`config.mk`:
```
export PLATFORM = sky130hd
export DESIGN_NAME = btb_update_queue
export DESIGN_NICKNAME = d
export VERILOG_FILES = /design/src/rtl/btb_update_queue.sv
export SDC_FILE = /design/constraint.sdc
export NUM_CORES = 1
export LEC_CHECK = 0
export ABC_AREA = 0
export CAP_MARGIN = 10
export CORE_MARGIN = 3
export CORE_UTILIZATION = 57
export DETAILED_ROUTE_END_ITERATION = 16
export PLACE_DENSITY = 0.8
export SETUP_SLACK_MARGIN = 0.02
export SLEW_MARGIN = 20
export SYNTH_ARGS = -nofsm -noshare
export SYNTH_HDL_FRONTEND = slang
export SYNTH_SLANG_ARGS = --single-unit
export TNS_END_PERCENT = 5
```
`constraint.sdc`:
```
create_clock -name clk_i -period 12.25 [get_ports clk_i]
set_input_delay 2.45 -clock clk_i [delete_from_list [all_inputs] [get_ports clk_i]]
set_output_delay 2.45 -clock clk_i [all_outputs]
set_load 0.01 [all_outputs]
```
`src/rtl/btb_update_queue.sv`:
```
// btb_update_queue
// Buffers resolved taken-branch updates from the execute stage. Each entry is
// split into BTB index and tag. Entries drain one per cycle into the single
// BTB write port, in FIFO order.
//
// Optional feature: define BTBQ_COALESCE_EN to merge an accepted push into
// the youngest occupied entry that has the same index.
//
// Ports:
//   clk_i, rst_i       clock; asynchronous active-high reset
//   ex_valid_i         execute stage presents a resolved branch
//   ex_taken_i         branch resolved taken (only taken branches are queued)
//   ex_pc_i            branch PC
//   ex_target_i        resolved target
//   ready_o            queue not full (registered state only)
//   drain_stall_i      suppress draining this cycle
//   wren_o             BTB write enable (pop this cycle)
//   wr_index_o         head entry index
//   wr_tag_o           head entry tag
//   wr_target_o        head entry target
//   count_o            occupied entries
module btb_update_queue #(
  parameter int unsigned INDEX_WIDTH = 12,
  parameter int unsigned DEPTH       = 4
) (
  input  logic                        clk_i,
  input  logic                        rst_i,
  input  logic                        ex_valid_i,
  input  logic                        ex_taken_i,
  input  logic [31:0]                 ex_pc_i,
  input  logic [31:0]                 ex_target_i,
  output logic                        ready_o,
  input  logic                        drain_stall_i,
  output logic                        wren_o,
  output logic [INDEX_WIDTH-1:0]      wr_index_o,
  output logic [32-INDEX_WIDTH-3:0]   wr_tag_o,
  output logic [31:0]                 wr_target_o,
  output logic [$clog2(DEPTH):0]      count_o
);

  localparam int unsigned PTR_W = $clog2(DEPTH);
  localparam int unsigned CNT_W = PTR_W + 1;
  localparam int unsigned TAG_W = 32 - INDEX_WIDTH - 2;

  logic [INDEX_WIDTH-1:0] idx_q [DEPTH];
  logic [TAG_W-1:0]       tag_q [DEPTH];
  logic [31:0]            tgt_q [DEPTH];

  logic [PTR_W-1:0] head_q;
  logic [PTR_W-1:0] tail_q;
  logic [CNT_W-1:0] count_q;

  logic                   push;
  logic                   pop;
  logic                   alloc;
  logic [INDEX_WIDTH-1:0] new_idx;
  logic [TAG_W-1:0]       new_tag;

  // Byte-offset bits of the PC carry no BTB information.
  logic unused_pc_lsbs;
  assign unused_pc_lsbs = ^ex_pc_i[1:0];

  assign new_idx = ex_pc_i[INDEX_WIDTH+1:2];
  assign new_tag = ex_pc_i[31:INDEX_WIDTH+2];

  assign ready_o = (count_q < CNT_W'(DEPTH));
  assign push    = ex_valid_i & ex_taken_i & ready_o;
  assign pop     = (count_q != '0) & ~drain_stall_i;

`ifdef BTBQ_COALESCE_EN
  logic             hit;
  logic [PTR_W-1:0] hit_slot;
  logic [PTR_W-1:0] slot;

  // Walk from oldest to youngest so the last match (youngest) wins.
  // The head being popped this cycle is excluded: it is already leaving.
  always_comb begin
    hit      = 1'b0;
    hit_slot = '0;
    slot     = '0;
    for (int unsigned k = 0; k < DEPTH; k++) begin
      slot = head_q + PTR_W'(k);
      if ((CNT_W'(k) < count_q) && (idx_q[slot] == new_idx) && !((k == 0) && pop)) begin
        hit      = 1'b1;
        hit_slot = slot;
      end
    end
  end

  assign alloc = push & ~hit;
`else
  assign alloc = push;
`endif

  // Pointer, occupancy and entry storage.
  always_ff @(posedge clk_i or posedge rst_i) begin
    if (rst_i) begin
      head_q  <= '0;
      tail_q  <= '0;
      count_q <= '0;
      for (int unsigned i = 0; i < DEPTH; i++) begin
        idx_q[i] <= '0;
        tag_q[i] <= '0;
        tgt_q[i] <= '0;
      end
    end else begin
      if (alloc) begin
        idx_q[tail_q] <= new_idx;
        tag_q[tail_q] <= new_tag;
        tgt_q[tail_q] <= ex_target_i;
        tail_q        <= tail_q + PTR_W'(1);
      end
`ifdef BTBQ_COALESCE_EN
      if (push && hit) begin
        tag_q[hit_slot] <= new_tag;
        tgt_q[hit_slot] <= ex_target_i;
      end
`endif
      if (pop) begin
        head_q <= head_q + PTR_W'(1);
      end
      count_q <= count_q + CNT_W'(alloc) - CNT_W'(pop);
    end
  end

  // Head entry is always visible; the BTB only samples it when wren_o is set.
  assign wren_o      = pop;
  assign wr_index_o  = idx_q[head_q];
  assign wr_tag_o    = tag_q[head_q];
  assign wr_target_o = tgt_q[head_q];
  assign count_o     = count_q;

endmodule
```
* Word level (Yosys, flattened, before mapping)
Cells that the tools add are included.
Word-level totals: logic and storage cells 49, output and inout port bits 67, bits in registers 255
Operators by class: reductions and logical operators 2, bitwise gates (word level) 6, multiplexer cells 18, order comparisons 4, add/subtract/negate cells 4
Operators by type and width (number):
- $bwmux W128 | 1
- $mux W32 | 3
- $bwmux W72 | 1
- $bmux W32 S2 | 1
- $demux W32 S2 | 1
- $mux W18 | 3
- $bwmux W48 | 1
- $bmux W18 S2 | 1
- $demux W18 S2 | 1
- $mux W12 | 3
- $bmux W12 S2 | 1
- $demux W12 S2 | 1
- $ge A3 B3 Y1 const B | 2
- $not A2 Y3 | 2
- $add A2 B1 Y2 const B | 2
- $add A3 B1 Y3 | 1
- $and A1 B1 Y1 | 3
- $lt A3 B1 Y1 const B | 1
- $lt A3 B3 Y1 const B | 1
- $reduce_bool A3 Y1 | 1
- $sub A3 B1 Y3 | 1
- $logic_and A1 B1 Y1 | 1
- $not A1 Y1 | 1

* Depth between registers and ports, before layout
Gate-level depths: netlist of run 1.
depth after elaboration 6, depth in mapped cells 10, gate-level depth less buffers 9

* Least setup slack after synthesis of run 1
Ideal clock, no wire load.
path kind in2out, start input drain_stall_i, end output wren_o, stages on the path 1, arrival 2.714 ns, data required time 9.800 ns, setup slack 7.086 ns, path through nor2_1
Between the ends: cells in the longest elaborated chain, start to end 2
Ends and longest elaborated chain:
- start: declaration | line 33 | input logic drain_stall_i,
- $not A1 Y1 | line 68 | assign pop = (count_q != '0) & ~drain_stall_i;
- $and A1 B1 Y1 | line 68
- end: declaration | line 34 | output logic wren_o,
No other way between the ends.

* Worst setup path after layout of run 1
Ends and elaborated chain as after synthesis.

==> reports/metrics.yaml, run 1 <==
status: "finished, final reports clean"
critPathArrivalTime_ns: 3.73
die_w_um: 153
antenna_found_initial: 0
use_met3_pct: 3.99
overflow: 0
dr.first_iter.drc_count: 284
layout_commonest_cell: "dfrtp_1"
globalRouteTotalUtil_pct: 21.1
design.die.area_um2: 23400
p_seq_share_pct: 36.0
relSlewSlack_pct: 35.9
fmax_mhz: 162
p_comb_share_pct: 42.9
cts-resized-gates: 0
powerDensity_nw_per_um2: 296
final_util_pct: 68.5
grt_start_max_net_pins: 108
avgSynthCellArea_um2: 19.5
hpwl_mm: 14.4
vdd_ir_drop_max_mv: 0.187
met2_usage_pct: 35.1
dr_total_vias: 6030
routed_wl_mm: 24.4
place_inst: 1007
yosys_register_bits: 255
cp-end-kind: "output pin"
critical_path_class: "input port to output pin"
min_period_ns: 6.18
grt_use_met1_pct: 29.6
finalNetCount: 838
layout_common_cells: "253 x dfrtp_1, 240 x mux2_4, 133 x clkdlybuf4s50_1, 62 x mux4_2, 29 x clkbuf_16"
cts_tree: "yes"
start_util_pct: 58.3
die-height_um: 153
antenna_cells: 0
clk_latency_ns: 0.52
clockPowerShare_pct: 21.1
cts.path.max_buffers: 3
busiest_layer: "met2"
drc: 0
grt_pass1_vias: 7063
power_mw: 4.28
clock-sinks: 255
synth_nets: 710
p_sw_mw: 1.21
setup.worst_path.start_class: "input port"
setup_tns_ns: 0
core_area_um2: 21200
intPower_mw: 3.07
drt-pass1-iter-count: 4
switching_share_pct: 28.3
synthCells: 634
syn2layout_area_growth_pct: 17.4
synth_cell_type_count: 19
fin_crit_sh_pct: 50.4
setup_viol: 0
postCtsSetupBuffers: 0
worstPathRequired_ns: 9.80
grt_pass1_wl_mm: 40.2
max-cap-violations: 0
rows: 53
cts_hold_buf: 0
yosys_warnings: 0
worst-path-max-fanout: 3
tightest_slew_ns: 0.961
min_path_type: "flip-flop to flip-flop"
report.final.hold_viol_count: 0
layout-drive-gt1-share_pct: 47.2
gp_congestion: 0.737
ant_nets: 0
clockRootBuffer: "clkbuf_16"
numCtsBuffers: 28
yosysSeqAreaShare_pct: 51.7
skew_ns: 0.0106
io_buffer_count: 133
htree_levels: 1
synth_area_um2: 12300
io_pins: 136
rsz0062_at_grt: "no"
leakage_nw: 7.01
clk_pin_slew_worst_paths_ns: 0.06
maxSlewViolCount: 0
post_drt_wl_per_cell_um: 23.0
fin_cells: 1059
drt-vias-per-instance: 5.69
-- final cells by class --
type / count / area (µm²)
clock buffers: 39 / 833
clock inverters: 13 / 179
fillers: 1302 / 6670
inverters: 8 / 37.5
multi-input cells: 332 / 5340
flip-flops and latches: 255 / 6390
well taps: 275 / 344
repair buffers: 137 / 1360
-- state kept, by name (all words and copies together), names as in the netlist --
name and count:
count_o 3, tgt_q 128, tag_q 72, idx_q 48, head_q 2, tail_q 2
-- power groups by stage --
stage	clock, mW	sequential (mW)	combinational, mW
finish	0.904	1.54	1.84
global route	0.952	1.60	1.94
CTS	0.918	1.55	1.86
detailed placement	0	1.55	1.85
global placement	0	1.50	1.81
floorplan	0	1.42	1.32
-- cells in the mapped netlist --
master	count	share of area (%)
and3b_1	1	0.071
buf_12	25	4.1
buf_2	10	0.41
buf_4	4	0.24
dfrtp_1	255	52
fa_1	1	0.16
ha_1	6	0.61
inv_1	8	0.24
mux2_2	8	0.73
mux2_4	240	29
mux4_2	62	11
nand2_1	1	0.030
nand2_8	4	0.65
nor2_1	1	0.030
nor3_1	1	0.041
nor3b_1	1	0.061
o21ai_0	1	0.041
xnor2_1	3	0.21
xor2_1	2	0.14
-- metrics by stage --
| step | cell area [µm²] | hold slack (ns) | setup slack [ns] |
|---|---|---|---|
| 4_1_cts | 14500 | 0.505 | 6.06 |
| 3_5_place_dp | 13500 | 0.487 | 6.07 |
| 6_report | 14500 | 0.502 | 6.07 |
| 5_1_grt | 14500 | 0.513 | 6.03 |
| 3_3_place_gp | 13500 | 0.483 | 6.12 |
| 2_1_floorplan | 12300 | 0.474 | 2.79 |
-- worst max-delay path, stage by stage --
cell	delay, ns
clkdlybuf4s50_1	0.43
nor2_1	0.25
clkdlybuf4s50_1	0.60
-- worst paths after layout --
path / from / to / slack (ns) / cells after the start
setup reg to reg: count_o[2] / count_o[2] / 9.52 / 9
max in group asynchronous: rst_i / head_q[0] / 8.20 / 3
min in group asynchronous: rst_i / tgt_q[64] / 2.47 / 2
hold / removal: tgt_q[71] / tgt_q[71] / 0.50 / 1
hold reg to reg: tgt_q[71] / tgt_q[71] / 0.50 / 1
setup / recovery: drain_stall_i / wren_o / 6.07 / 3
-- per-layer routing --
layer	routed length [µm]	vias to the layer above
met4	374	0
met1	10700	3274
met5	0	-
met2	12200	132
met3	1160	29
li1	-	2595
-- cells by family (layout without fill, tap and decap cells) --
| kind of cell | count (synthesis) | in the layout | synth area share (%) |
|---|---|---|---|
| AO/OA/AOI/OAI | 1 | 1 | 0.0405 |
| XOR/XNOR | 5 | 5 | 0.355 |
| adder cells (fa/ha/maj) | 7 | 7 | 0.771 |
| buffers and inverters | 47 | 197 | 4.95 |
| flip-flops | 255 | 255 | 51.7 |
| multiplexers | 310 | 310 | 41.3 |
| AND/OR/NAND/NOR | 9 | 9 | 0.882 |
Power figures use the tool's default switching activity.
==> inputs of run 2 (changes only) <==
==> constraint.sdc (replaced) <==
create_clock -name clk_i -period 5.8 [get_ports clk_i]
set_input_delay 1.16 -clock clk_i [delete_from_list [all_inputs] [get_ports clk_i]]
set_output_delay 1.16 -clock clk_i [all_outputs]
set_load 0.01 [all_outputs]
==> reports/metrics.yaml, run 2 (same netlist as run 1, synthesis figures left out) <==
status: "finished, final reports clean"
antenna_cells: 0
intPower_mw: 6.47
numCtsBuffers: 28
htree_levels: 1
routed_wl_mm: 24.5
hold_depth: 1
min_path_type: "flip-flop to flip-flop"
dr_total_vias: 5984
antenna_found_initial: 0
cts_hold_buf: 0
clk_pin_slew_worst_paths_ns: 0.06
switching_share_pct: 28.2
critPathArrivalTime_ns: 2.99
vdd_ir_drop_max_mv: 0.395
cts_tree: "yes"
p_comb_share_pct: 42.1
clockPowerShare_pct: 20.5
timing.rr.end: "count_o[2]"
hp-start: "tgt_q[80]"
p_seq_share_pct: 37.3
drt-vias-per-instance: 5.65
r2r_cells: 9
clk_latency_ns: 0.52
io_buffer_count: 133
syn2layout_area_growth_pct: 17.4
postCtsSetupBuffers: 0
cp-end-kind: "output pin"
largest_reg_flops: 128
layout_common_cells: "253 x dfrtp_1, 240 x mux2_4, 133 x clkdlybuf4s50_1, 62 x mux4_2, 29 x clkbuf_16"
skew_ns: 0.0118
core_area_um2: 21200
worst-path-max-fanout: 43
critPathLaunch: "head_q[0]"
clock-sinks: 255
start_util_pct: 58.3
tightest_slew_ns: 0.949
layout_commonest_cell: "dfrtp_1"
p_sw_mw: 2.55
r2r_slack_ns: 3.07
rows: 53
die-height_um: 153
reg_top3: "tgt_q x128, tag_q x72, idx_q x48"
max-cap-violations: 0
grt_pass1_vias: 7067
layout-drive-gt1-share_pct: 46.8
fin_crit_sh_pct: 71.6
setup_viol: 0
setup_tns_ns: 0
die_w_um: 153
worst_slack_ns: 1.65
rsz0062_at_grt: "no"
grt_pass1_wl_mm: 40.3
hold_end: "tgt_q[80]"
worstPathRequired_ns: 4.64
dr.first_iter.drc_count: 380
setup.worst_path.start_class: "flip-flop"
grt_start_max_net_pins: 153
globalRouteTotalUtil_pct: 21.2
largest-register: "tgt_q"
post_drt_wl_per_cell_um: 23.1
cts-resized-gates: 0
clockRootBuffer: "clkbuf_16"
cts.path.max_buffers: 3
maxSlewViolCount: 0
hpwl_mm: 14.5
rr_startpoint: "count_o[2]"
io_pins: 136
critical_path_class: "flip-flop to output pin"
final_util_pct: 68.4
overflow: 0
drt-pass1-iter-count: 4
leakage_nw: 7.01
finalNetCount: 840
design.die.area_um2: 23400
power_mw: 9.01
powerDensity_nw_per_um2: 623
drc: 0
place_ws_ns: 1.92
report.final.hold_viol_count: 0
ant_nets: 0
gp_congestion: 0.755
hold_ws_ns: 0.505
fmax_mhz: 241
min_period_ns: 4.15
relSlewSlack_pct: 36.7
-- run 2: changes by cell type in the layout (fill, tap and decap cells not counted), sizes merged --
cell      before  now
clkinvlp       4    2
clkbuf        39   41
buf            4    6
clkinv         5    4
-- run 2: worst max-delay path by stage --
| stage | to | slack (ns) | depth (start not counted) |
|---|---|---|---|
| 2_1_floorplan | count_o[0] | 1.28 | 1 |
| 3_3_place_gp | count_o[2] | 2.06 | 10 |
| 3_5_place_dp | count_o[2] | 1.92 | 10 |
| 4_1_cts | wr_tag_o[1] | 1.57 | 3 |
| 5_1_grt | wr_tag_o[5] | 1.47 | 3 |
| 6_report | wr_tag_o[5] | 1.65 | 3 |
-- run 2: per-layer routing --
metal,GRT usage (%),vias up,share of wire (%)
li1,-,2598,-
met1,29.2,3239,44
met2,35.8,119,50
met3,4.19,28,4.4
met4,3.86,0,1.5
met5,0,-,0
-- run 2: critical path: stages, from the launching register on --
cell	delay [ns]
dfrtp_4	0.97
buf_4	0.43
mux4_2	0.55
clkdlybuf4s50_1	0.52
-- run 2: area by class of cell --
cell class / instances / area (µm²)
fillers: 1318 / 6680
well taps: 275 / 344
clock buffers: 41 / 821
flip-flops and latches: 255 / 6390
inverters: 8 / 33.8
clock inverters: 10 / 156
multi-input cells: 332 / 5340
repair buffers: 139 / 1390
-- run 2: power by group through the flow --
stage	clock [mW]	combinational, mW	sequential [mW]
6_report	1.85	3.80	3.37
5_1_grt	1.96	4.00	3.49
4_1_cts	1.88	3.85	3.37
3_5_place_dp	0	3.82	3.37
3_3_place_gp	0	3.73	3.26
2_1_floorplan	0	2.78	3.00
-- run 2: per-stage QoR --
stage               cell area (µm²)  std cells
global route                  14500       1060
floorplan                     12300        634
finish                        14500       1060
global placement              13500       1009
CTS                           14500       1060
detailed placement            13500       1009
==> inputs of run 3 (changes only) <==
==> constraint.sdc (replaced) <==
create_clock -name clk_i -period 3.94 [get_ports clk_i]
set_input_delay 0.788 -clock clk_i [delete_from_list [all_inputs] [get_ports clk_i]]
set_output_delay 0.788 -clock clk_i [all_outputs]
set_load 0.01 [all_outputs]
==> reports/metrics.yaml, run 3 (same netlist as run 1, synthesis figures left out) <==
leakage_nw: 7.03
skew_ns: 0.0100
layout_common_cells: "253 x dfrtp_1, 240 x mux2_4, 133 x clkdlybuf4s50_1, 62 x mux4_2, 27 x clkbuf_16"
max-cap-violations: 0
maxSlewViolCount: 0
io_buffer_count: 133
gp_congestion: 0.759
drc: 0
min_path_type: "flip-flop to flip-flop"
grt_start_max_net_pins: 63
critPathArrivalTime_ns: 2.59
cts-resized-gates: 0
core_area_um2: 21200
fmax_mhz: 296
setup.worst_path.start_class: "flip-flop"
clk_latency_ns: 0.52
hold_ws_ns: 0.504
worstPathRequired_ns: 3.15
dr.first_iter.drc_count: 232
rows: 53
setup_tns_ns: 0
cts.path.max_buffers: 3
status: "finished, final reports clean"
cp-end-kind: "output pin"
path_delay_family: "buffers and inverters"
rsz0062_at_grt: "no"
worst_slack_ns: 0.563
largest_reg_flops: 128
die-height_um: 153
drt-vias-per-instance: 5.64
place_ws_ns: 0.881
htree_levels: 1
fin_crit_sh_pct: 85.7
clockRootBuffer: "clkbuf_16"
design.die.area_um2: 23400
antenna_cells: 0
io_pins: 136
powerDensity_nw_per_um2: 909
start_util_pct: 58.3
layout-drive-gt1-share_pct: 47.3
die_w_um: 153
critical_path_class: "flip-flop to output pin"
tightest_slew_ns: 0.796
slowest_stage: "dfrtp_4"
antenna_found_initial: 1
power_mw: 13.2
min_period_ns: 3.38
grt_pass1_wl_mm: 40.9
grt_pass1_vias: 7209
syn2layout_area_growth_pct: 17.5
overflow: 0
cts_hold_buf: 0
finalNetCount: 848
worst-path-max-fanout: 23
cpPeakStageDelay_ns: 0.69
drt-pass1-iter-count: 4
report.final.hold_viol_count: 0
clk_pin_slew_worst_paths_ns: 0.06
globalRouteTotalUtil_pct: 21.5
hpwl_mm: 14.9
vdd_ir_drop_max_mv: 0.515
cts_tree: "yes"
numCtsBuffers: 27
dr_total_vias: 6023
setup_viol: 0
cp_num_buf_inv: 2
clock-sinks: 255
relSlewSlack_pct: 46.8
post_drt_wl_per_cell_um: 23.1
largest-register: "tgt_q"
layout_commonest_cell: "dfrtp_1"
postCtsSetupBuffers: 0
reg_top3: "tgt_q x128, tag_q x72, idx_q x48"
crit_chain: "buf_12, mux4_2, clkdlybuf4s50_1"
ant_nets: 0
routed_wl_mm: 24.6
[run 3: changes by cell type in the layout (fill, tap and decap cells not counted)]
cell       before  now
clkbuf_16      29   27
buf_4           5   12
clkinv_2        4    5
bufinv_16       4    3
clkbuf_1        7    6
inv_6           1    2
buf_12          1    3
[run 3: power breakdown]
group          total [mW]  internal, mW  switching, mW
clock                2.58          1.55           1.03
combinational        5.85          3.96           1.89
sequential           4.75          3.92          0.829
total                13.2          9.43           3.75
[run 3: final cells by class]
cell class | instances | area (µm²)
repair buffers | 148 | 1480
inverters | 8 | 33.8
multi-input cells | 332 | 5340
clock buffers | 38 | 767
fillers | 1344 | 6660
well taps | 275 | 344
flip-flops and latches | 255 | 6390
clock inverters | 11 | 140
[run 3: metal layers]
layer | GRT usage [%] | share of wire [%] | routed length [µm]
met1 | 29.5 | 43 | 10700
met2 | 35.8 | 50 | 12200
met3 | 4.39 | 4.6 | 1130
met4 | 5.05 | 2.2 | 548
met5 | 0 | 0.053 | 13
[run 3: final timing paths]
kind / startpoint / endpoint / cells past startpoint / slack [ns]
setup / recovery: head_q[1] / wr_target_o[10] / 3 / 0.56
hold / removal: tgt_q[30] / tgt_q[30] / 1 / 0.50
setup reg to reg: count_o[2] / count_o[2] / 10 / 1.62
hold reg to reg: tgt_q[30] / tgt_q[30] / 1 / 0.50
max in group asynchronous: rst_i / tgt_q[116] / 4 / 2.15
min in group asynchronous: rst_i / tgt_q[67] / 2 / 0.62
[run 3: through the flow]
stage / std cells / utilization [%] / instance area (µm²)
2_1_floorplan: 634 / - / 12300
3_3_place_gp: 1018 / 64.2 / 13600
3_5_place_dp: 1018 / 64.2 / 13600
4_1_cts: 1067 / 68.5 / 14500
5_1_grt: 1067 / 68.5 / 14500
6_report: 1067 / 68.5 / 14500
[run 3: worst reg2reg max path, delay by kind of cell, from the launching register on]
kind                       cells  cell delay [ns]
DFF                            1             0.44
and+or+nand+nor                1             0.24
buffers and inverters          4             0.46
adders and majority gates      3             0.78
xor gates and xnor gates       2             0.28
